### src/rtl/eggtimer_ctrl_if.sv
// Egg-timer control bundle: pulse/button/zero inputs and programmed digits plus status outputs.
// Latency: pure wiring, no storage.
// Backpressure: none; every signal is a level or single-cycle pulse.
interface eggtimer_ctrl_if;
  logic       pulse_1s;
  logic       btn_start;
  logic       btn_min;
  logic       btn_sec;
  logic       count_zero;
  logic [3:0] seconds_prog;
  logic [3:0] tens_seconds_prog;
  logic [3:0] minutes_prog;
  logic [3:0] tens_minutes_prog;
  logic       load;
  logic       count_en;
  logic       display_prog;
  logic       timer_enabled_led;
  logic       timer_on_led;
  logic       alarm;

  // Stimulus side: drives the tick, buttons and zero flag, observes the controller.
  modport master (
    output pulse_1s, btn_start, btn_min, btn_sec, count_zero,
    input  seconds_prog, tens_seconds_prog, minutes_prog, tens_minutes_prog,
    input  load, count_en, display_prog, timer_enabled_led, timer_on_led, alarm
  );

  // Controller side.
  modport slave (
    input  pulse_1s, btn_start, btn_min, btn_sec, count_zero,
    output seconds_prog, tens_seconds_prog, minutes_prog, tens_minutes_prog,
    output load, count_en, display_prog, timer_enabled_led, timer_on_led, alarm
  );
endinterface

### src/rtl/eggtimer_ctrl.sv
// Egg-timer controller: button programming of MM:SS, run/pause/alarm FSM and LED drive.
// Latency: button edge acts on the next clock edge; load is a registered one-cycle pulse.
// Backpressure: none; inputs are levels sampled every cycle, outputs are registered/decoded state.
module eggtimer_ctrl #(
  parameter int ALARM_SECS = 30
) (
  input logic           clk,
  input logic           reset,
  eggtimer_ctrl_if.slave bus
);

  localparam int CW = $clog2(ALARM_SECS + 1);

  typedef enum logic [1:0] {PROG, RUN, PAUSE, DONE} state_t;

  state_t        state, state_nxt;
  logic          load_q, load_nxt;
  logic          led_q, led_nxt;
  logic          start_q, min_q, sec_q;
  logic          start_e, min_e, sec_e, any_e;
  logic [3:0]    sec_u, sec_t, min_u, min_t;
  logic [CW-1:0] alarm_cnt;
  logic          prog_nz, alarm_hit;

  assign start_e   = bus.btn_start & ~start_q;
  assign min_e     = bus.btn_min   & ~min_q;
  assign sec_e     = bus.btn_sec   & ~sec_q;
  assign any_e     = start_e | min_e | sec_e;
  // Start decision looks at the stored digits, i.e. before any same-cycle increment.
  assign prog_nz   = |{sec_u, sec_t, min_u, min_t};
  assign alarm_hit = (alarm_cnt == CW'(ALARM_SECS));

  // Previous-cycle button levels; also sampled in reset so held buttons give no edge on release.
  always_ff @(posedge clk) begin
    start_q <= bus.btn_start;
    min_q   <= bus.btn_min;
    sec_q   <= bus.btn_sec;
  end

  // State, load pulse and LED registers.
  always_ff @(posedge clk) begin
    if (reset) begin
      state  <= PROG;
      load_q <= 1'b0;
      led_q  <= 1'b0;
    end else begin
      state  <= state_nxt;
      load_q <= load_nxt;
      led_q  <= led_nxt;
    end
  end

  // Next-state, load and LED decode.
  always_comb begin
    state_nxt = state;
    load_nxt  = 1'b0;
    led_nxt   = led_q;
    case (state)
      PROG: begin
        if (start_e && prog_nz) begin
          state_nxt = RUN;
          load_nxt  = 1'b1;
        end
      end
      RUN: begin
        // Reaching zero beats a pause request; zero is stale while the counter is loading.
        if (bus.count_zero && !load_q) state_nxt = DONE;
        else if (start_e)               state_nxt = PAUSE;
      end
      PAUSE: begin
        if (start_e)    state_nxt = RUN;
        else if (sec_e) state_nxt = PROG;
      end
      DONE: begin
        if (alarm_hit || any_e) state_nxt = PROG;
      end
      default: state_nxt = PROG;
    endcase

    case (state_nxt)
      PROG:    led_nxt = 1'b0;
      PAUSE:   led_nxt = 1'b1;
      RUN:     led_nxt = (state == RUN)  ? (led_q ^ bus.pulse_1s) : 1'b0;
      DONE:    led_nxt = (state == DONE) ? (led_q ^ bus.pulse_1s) : 1'b1;
      default: led_nxt = 1'b0;
    endcase
  end

  // Programmed digits: BCD increments only while programming, held in every other state.
  always_ff @(posedge clk) begin
    if (reset) begin
      sec_u <= 4'd0;
      sec_t <= 4'd0;
      min_u <= 4'd0;
      min_t <= 4'd0;
    end else if (state == PROG) begin
      if (sec_e) begin
        if (sec_u == 4'd9) begin
          sec_u <= 4'd0;
          sec_t <= (sec_t == 4'd5) ? 4'd0 : sec_t + 4'd1;
        end else begin
          sec_u <= sec_u + 4'd1;
        end
      end
      if (min_e) begin
        if (min_u == 4'd9) begin
          min_u <= 4'd0;
          min_t <= (min_t == 4'd9) ? 4'd0 : min_t + 4'd1;
        end else begin
          min_u <= min_u + 4'd1;
        end
      end
    end
  end

  // Alarm duration counter: held at zero outside DONE, saturates at ALARM_SECS.
  always_ff @(posedge clk) begin
    if (reset || state != DONE) begin
      alarm_cnt <= '0;
    end else if (bus.pulse_1s && !alarm_hit) begin
      alarm_cnt <= alarm_cnt + CW'(1);
    end
  end

  assign bus.seconds_prog      = sec_u;
  assign bus.tens_seconds_prog = sec_t;
  assign bus.minutes_prog      = min_u;
  assign bus.tens_minutes_prog = min_t;
  assign bus.load              = load_q;
  assign bus.count_en          = (state == RUN) && !load_q;
  assign bus.display_prog      = (state == PROG);
  assign bus.timer_enabled_led = (state == RUN) || (state == PAUSE);
  assign bus.timer_on_led      = led_q;
  assign bus.alarm             = (state == DONE);

endmodule

### src/flat_wrapper.sv
// flat-port wrapper written by rule: the top's interface ports become plain ports
module eggtimer_ctrl_flat 
#(
  parameter int ALARM_SECS = 30
)
  (clk, reset, bus_pulse_1s, bus_btn_start, bus_btn_min, bus_btn_sec, bus_count_zero, bus_seconds_prog, bus_tens_seconds_prog, bus_minutes_prog, bus_tens_minutes_prog, bus_load, bus_count_en, bus_display_prog, bus_timer_enabled_led, bus_timer_on_led, bus_alarm);
  eggtimer_ctrl_if bus_i ();
  input logic clk;
  input logic reset;
  input wire logic [$bits(bus_i.pulse_1s)-1:0] bus_pulse_1s;
  input wire logic [$bits(bus_i.btn_start)-1:0] bus_btn_start;
  input wire logic [$bits(bus_i.btn_min)-1:0] bus_btn_min;
  input wire logic [$bits(bus_i.btn_sec)-1:0] bus_btn_sec;
  input wire logic [$bits(bus_i.count_zero)-1:0] bus_count_zero;
  output wire logic [$bits(bus_i.seconds_prog)-1:0] bus_seconds_prog;
  output wire logic [$bits(bus_i.tens_seconds_prog)-1:0] bus_tens_seconds_prog;
  output wire logic [$bits(bus_i.minutes_prog)-1:0] bus_minutes_prog;
  output wire logic [$bits(bus_i.tens_minutes_prog)-1:0] bus_tens_minutes_prog;
  output wire logic [$bits(bus_i.load)-1:0] bus_load;
  output wire logic [$bits(bus_i.count_en)-1:0] bus_count_en;
  output wire logic [$bits(bus_i.display_prog)-1:0] bus_display_prog;
  output wire logic [$bits(bus_i.timer_enabled_led)-1:0] bus_timer_enabled_led;
  output wire logic [$bits(bus_i.timer_on_led)-1:0] bus_timer_on_led;
  output wire logic [$bits(bus_i.alarm)-1:0] bus_alarm;
  assign bus_i.pulse_1s = bus_pulse_1s;
  assign bus_i.btn_start = bus_btn_start;
  assign bus_i.btn_min = bus_btn_min;
  assign bus_i.btn_sec = bus_btn_sec;
  assign bus_i.count_zero = bus_count_zero;
  assign bus_seconds_prog = bus_i.seconds_prog;
  assign bus_tens_seconds_prog = bus_i.tens_seconds_prog;
  assign bus_minutes_prog = bus_i.minutes_prog;
  assign bus_tens_minutes_prog = bus_i.tens_minutes_prog;
  assign bus_load = bus_i.load;
  assign bus_count_en = bus_i.count_en;
  assign bus_display_prog = bus_i.display_prog;
  assign bus_timer_enabled_led = bus_i.timer_enabled_led;
  assign bus_timer_on_led = bus_i.timer_on_led;
  assign bus_alarm = bus_i.alarm;
  eggtimer_ctrl #(.ALARM_SECS(ALARM_SECS)) u_core (.clk(clk), .reset(reset), .bus(bus_i));
endmodule
### config.mk
export PLATFORM = sky130hd
export DESIGN_NAME = eggtimer_ctrl_flat
export DESIGN_NICKNAME = d
export VERILOG_FILES = /design/src/rtl/eggtimer_ctrl_if.sv /design/src/rtl/eggtimer_ctrl.sv /design/src/flat_wrapper.sv
export SDC_FILE = /design/constraint.sdc
export NUM_CORES = 1
export LEC_CHECK = 0
export ABC_AREA = 1
export CAP_MARGIN = 20
export CORE_ASPECT_RATIO = 0.8
export CORE_MARGIN = 4
export CORE_UTILIZATION = 35
export DETAILED_ROUTE_END_ITERATION = 12
export PLACE_DENSITY = 0.57
export SETUP_SLACK_MARGIN = 0.15
export SYNTH_ARGS = -nofsm -noshare
export SYNTH_HDL_FRONTEND = slang
export SYNTH_SLANG_ARGS = --single-unit
### constraint.sdc
create_clock -name clk -period 4.6 [get_ports clk]
set_input_delay 1.38 -clock clk [delete_from_list [all_inputs] [get_ports clk]]
set_output_delay 1.38 -clock clk [all_outputs]
set_load 0.005 [all_outputs]
==> metrics.yaml <==
run_status:
  status: "finished, final reports clean"
synthesis:
  synth_area_sq_um: 1480
  async_flop_share_pct: 0
  seq_area_frac_synth_pct: 37.87
  ys_types: 29
  synthMostInstantiatedCell: "nand2_1"
  yosys.area.top_type_share_pct: 37.87
  postSynthAreaPerCell_sq_um: 7.151
  synth_edf_count: 0
  synth_flop_cell: "dfxtp_1"
  ys_ff_latch: 28
  synth.area.top_cells: "dfxtp_1 38%, nand2_1 10%, inv_1 9.1%, nor2_1 8.9%, ha_1 5.1%"
  syn_nets: 220
  synth.top_cells.by_count: "40 x nand2_1, 36 x inv_1, 35 x nor2_1, 28 x dfxtp_1, 12 x a21oi_1"
  netlist_instances: 207
  yosys.area.top_type: "dfxtp_1"
  ys_warn_count: 0
final_layout:
  diodes: 0
  fill_cells: 404
  syn2layout_area_growth_pct: 27.39
  design_area_sq_um: 1886
  nets: 251
  final_layout_size_suffix_gt1_share_pct: 7.173
global_routing:
  grt_max_degree: 17
  grt_pass1_vias: 1235
  grt_pass1_wl_um: 5685
  grt-ovfl-total: 0
  antenna_found_initial: 0
  grt.total_usage_pct: 13.63
sta:
  fin_skew_ns: 0.005142
  fin_crit_sh_pct: 66.19
  setup_ws_ns: 1.555
  max_freq_mhz: 328.4
  grt_setup_unrepaired: "no"
  hold_viol: 0
  drv_slew: 0
  setup_tns_ns: 0
  finalCriticalPeriod_ns: 3.045
  setup_viol: 0
  relSlewSlack_pct: 69.87
  worst_pin_slew_ns: 0.4506
floorplanning:
  die_h_um: 66.17
  initial_core_util_pct: 37.68
  die_area_sq_um: 5340
  die_w_um: 80.71
  core_sq_um: 3929
  io_pins: 29
  core.rowCount: 20
critical_path:
  critPathKind: "reg2out"
  critPathLaunchType: "flop"
  crit_path_end_kind: "output pin"
  cp_cell_sequence: "inv_1 > ha_1 > clkdlybuf4s50_1"
  crit_required_ns: 3.22
  path_max_fanout: 7
  cpPeakStageDelay_ns: 0.56
  cpMaxStageDelayCell: "clkdlybuf4s50_1"
  path_buf_inv: 2
  cp_data_arrival_time_ns: 1.66
  path_delay_family: "buffers and inverters"
pwr:
  peakVddDrop_v: 0.0001179
  totalPowerFinal_mw: 0.5452
  pwr-share-seq_pct: 47.4
  leakage_nw: 0.8183
  internal_power_mw: 0.4069
  power_frac_comb_pct: 16.4
  p_per_area_nw_per_um2: 289.1
  switchingPower_mw: 0.1382
  netSwitchingFraction_pct: 25.36
  clockPowerShare_pct: 36.2
route:
  ant_nets: 0
  wl_um: 3169
  wl_per_cell_um: 10.85
  via_count: 1311
  routed_via_density: 4.490
  drt_first_pass_iters: 4
  drt_iter0_drc: 74
  drcViolationCount: 0
clocking:
  htreeDepth: 1
  clockBufferDepth: 2
  cts-buffers-inserted: 3
  ctsHoldBuffers: 0
  cts_tree: "done"
  clk_pin_slew_ns: 0.10
  ctsResizeCount: 0
  cts_root_buffer: "clkbuf_8"
  clock_sinks: 28
  clkLatencyLatePin_ns: 0.28
  post-cts-setup-buffer-count: 0
placement:
  numPortBuffers: 28
  dp_hpwl_um: 2435
  place_congestion: 0.7678
  place_area_sq_um: 1814
  place_ws_ns: 1.758
job:
  drv_cap: 0
hold_path:
  min-delay-path-class: "reg2reg"
metrics by stage:
step                instances  utilization (%)  hold WS (ns)
global route              292            47.99        0.4939
floorplan                 207                -        0.4384
CTS                       292            47.99        0.4694
detailed placement        288            46.18        0.4509
finish                    292            47.99        0.4652
global placement          288            46.18        0.4529
worst min-delay path: stages, from the launching register on:
cell	delay (ns)
dfxtp_1	0.32
inv_1	0.06
a21oi_1	0.05
layout by cell type, fill, tap and decap left out, drive strengths merged, types with 2 or more instances in the layout:
| master | Yosys | layout |
|---|---|---|
| clkbuf | 1 | 3 |
| dfxtp | 28 | 28 |
| nand2 | 42 | 42 |
| xor2 | 2 | 2 |
| a21oi | 12 | 12 |
| o21ai | 7 | 7 |
| nor3 | 10 | 10 |
| nand4 | 4 | 4 |
| inv | 36 | 36 |
| clkdlybuf4s50 | 0 | 28 |
| nor3b | 2 | 2 |
| nor2 | 38 | 38 |
| nand3 | 8 | 8 |
| ha | 6 | 6 |
final timing paths:
path,start,endpoint,slack [ns],cells past startpoint
max,u_core.state[0],bus_display_prog,1.56,3
min,u_core.alarm_cnt[3],u_core.alarm_cnt[3],0.47,2
max reg2reg,u_core.state[0],u_core.bus.tens_minutes_prog[2],2.83,7
min reg2reg,u_core.alarm_cnt[3],u_core.alarm_cnt[3],0.47,2
cell families after synthesis:
logic type	synth area share [%]
compound gates	8.877
xor+xnor	1.775
fa+ha+maj	5.072
buf+inv	10.14
flops	37.87
simple gates	36.26
sequential cells by signal, indices dropped and copies added (netlist names):
signal                        flops
u_core.bus.seconds_prog           4
u_core.state                      2
u_core.bus.timer_on_led           1
u_core.bus.tens_minutes_prog      4
u_core.min_q                      1
u_core.sec_q                      1
u_core.bus.minutes_prog           4
u_core.start_q                    1
u_core.alarm_cnt                  5
u_core.bus.tens_seconds_prog      4
u_core.bus.load                   1
final cells by class:
class / instances / area, sq um / area share, %
Tap cell: 55 / 68.82 / 3.650
Multi-Input combinational cell: 141 / 769.5 / 40.81
Sequential cell: 28 / 560.5 / 29.73
Timing Repair Buffer: 28 / 280.3 / 14.86
Inverter: 36 / 135.1 / 7.167
Clock inverter: 1 / 30.03 / 1.593
Clock buffer: 3 / 41.29 / 2.190
power groups by stage:
| stage | clock network, mW | registers, mW | logic [mW] |
|---|---|---|---|
| after detailed placement | 0 | 0.264 | 0.0901 |
| after global routing | 0.213 | 0.261 | 0.106 |
| final | 0.198 | 0.258 | 0.0894 |
| after global placement | 0 | 0.264 | 0.0905 |
| after CTS | 0.204 | 0.258 | 0.0903 |
| after floorplan | 0 | 0.262 | 0.0539 |
per-layer routing:
metal,vias to the layer above,part of all wire (%),global-route usage (%)
met5,-,0,0
met4,0,0.98,3.797
met3,5,5.6,3.406
met2,27,40,20.04
met1,563,54,19.55
li1,716,-,-
(Power assumes the default switching activity.)
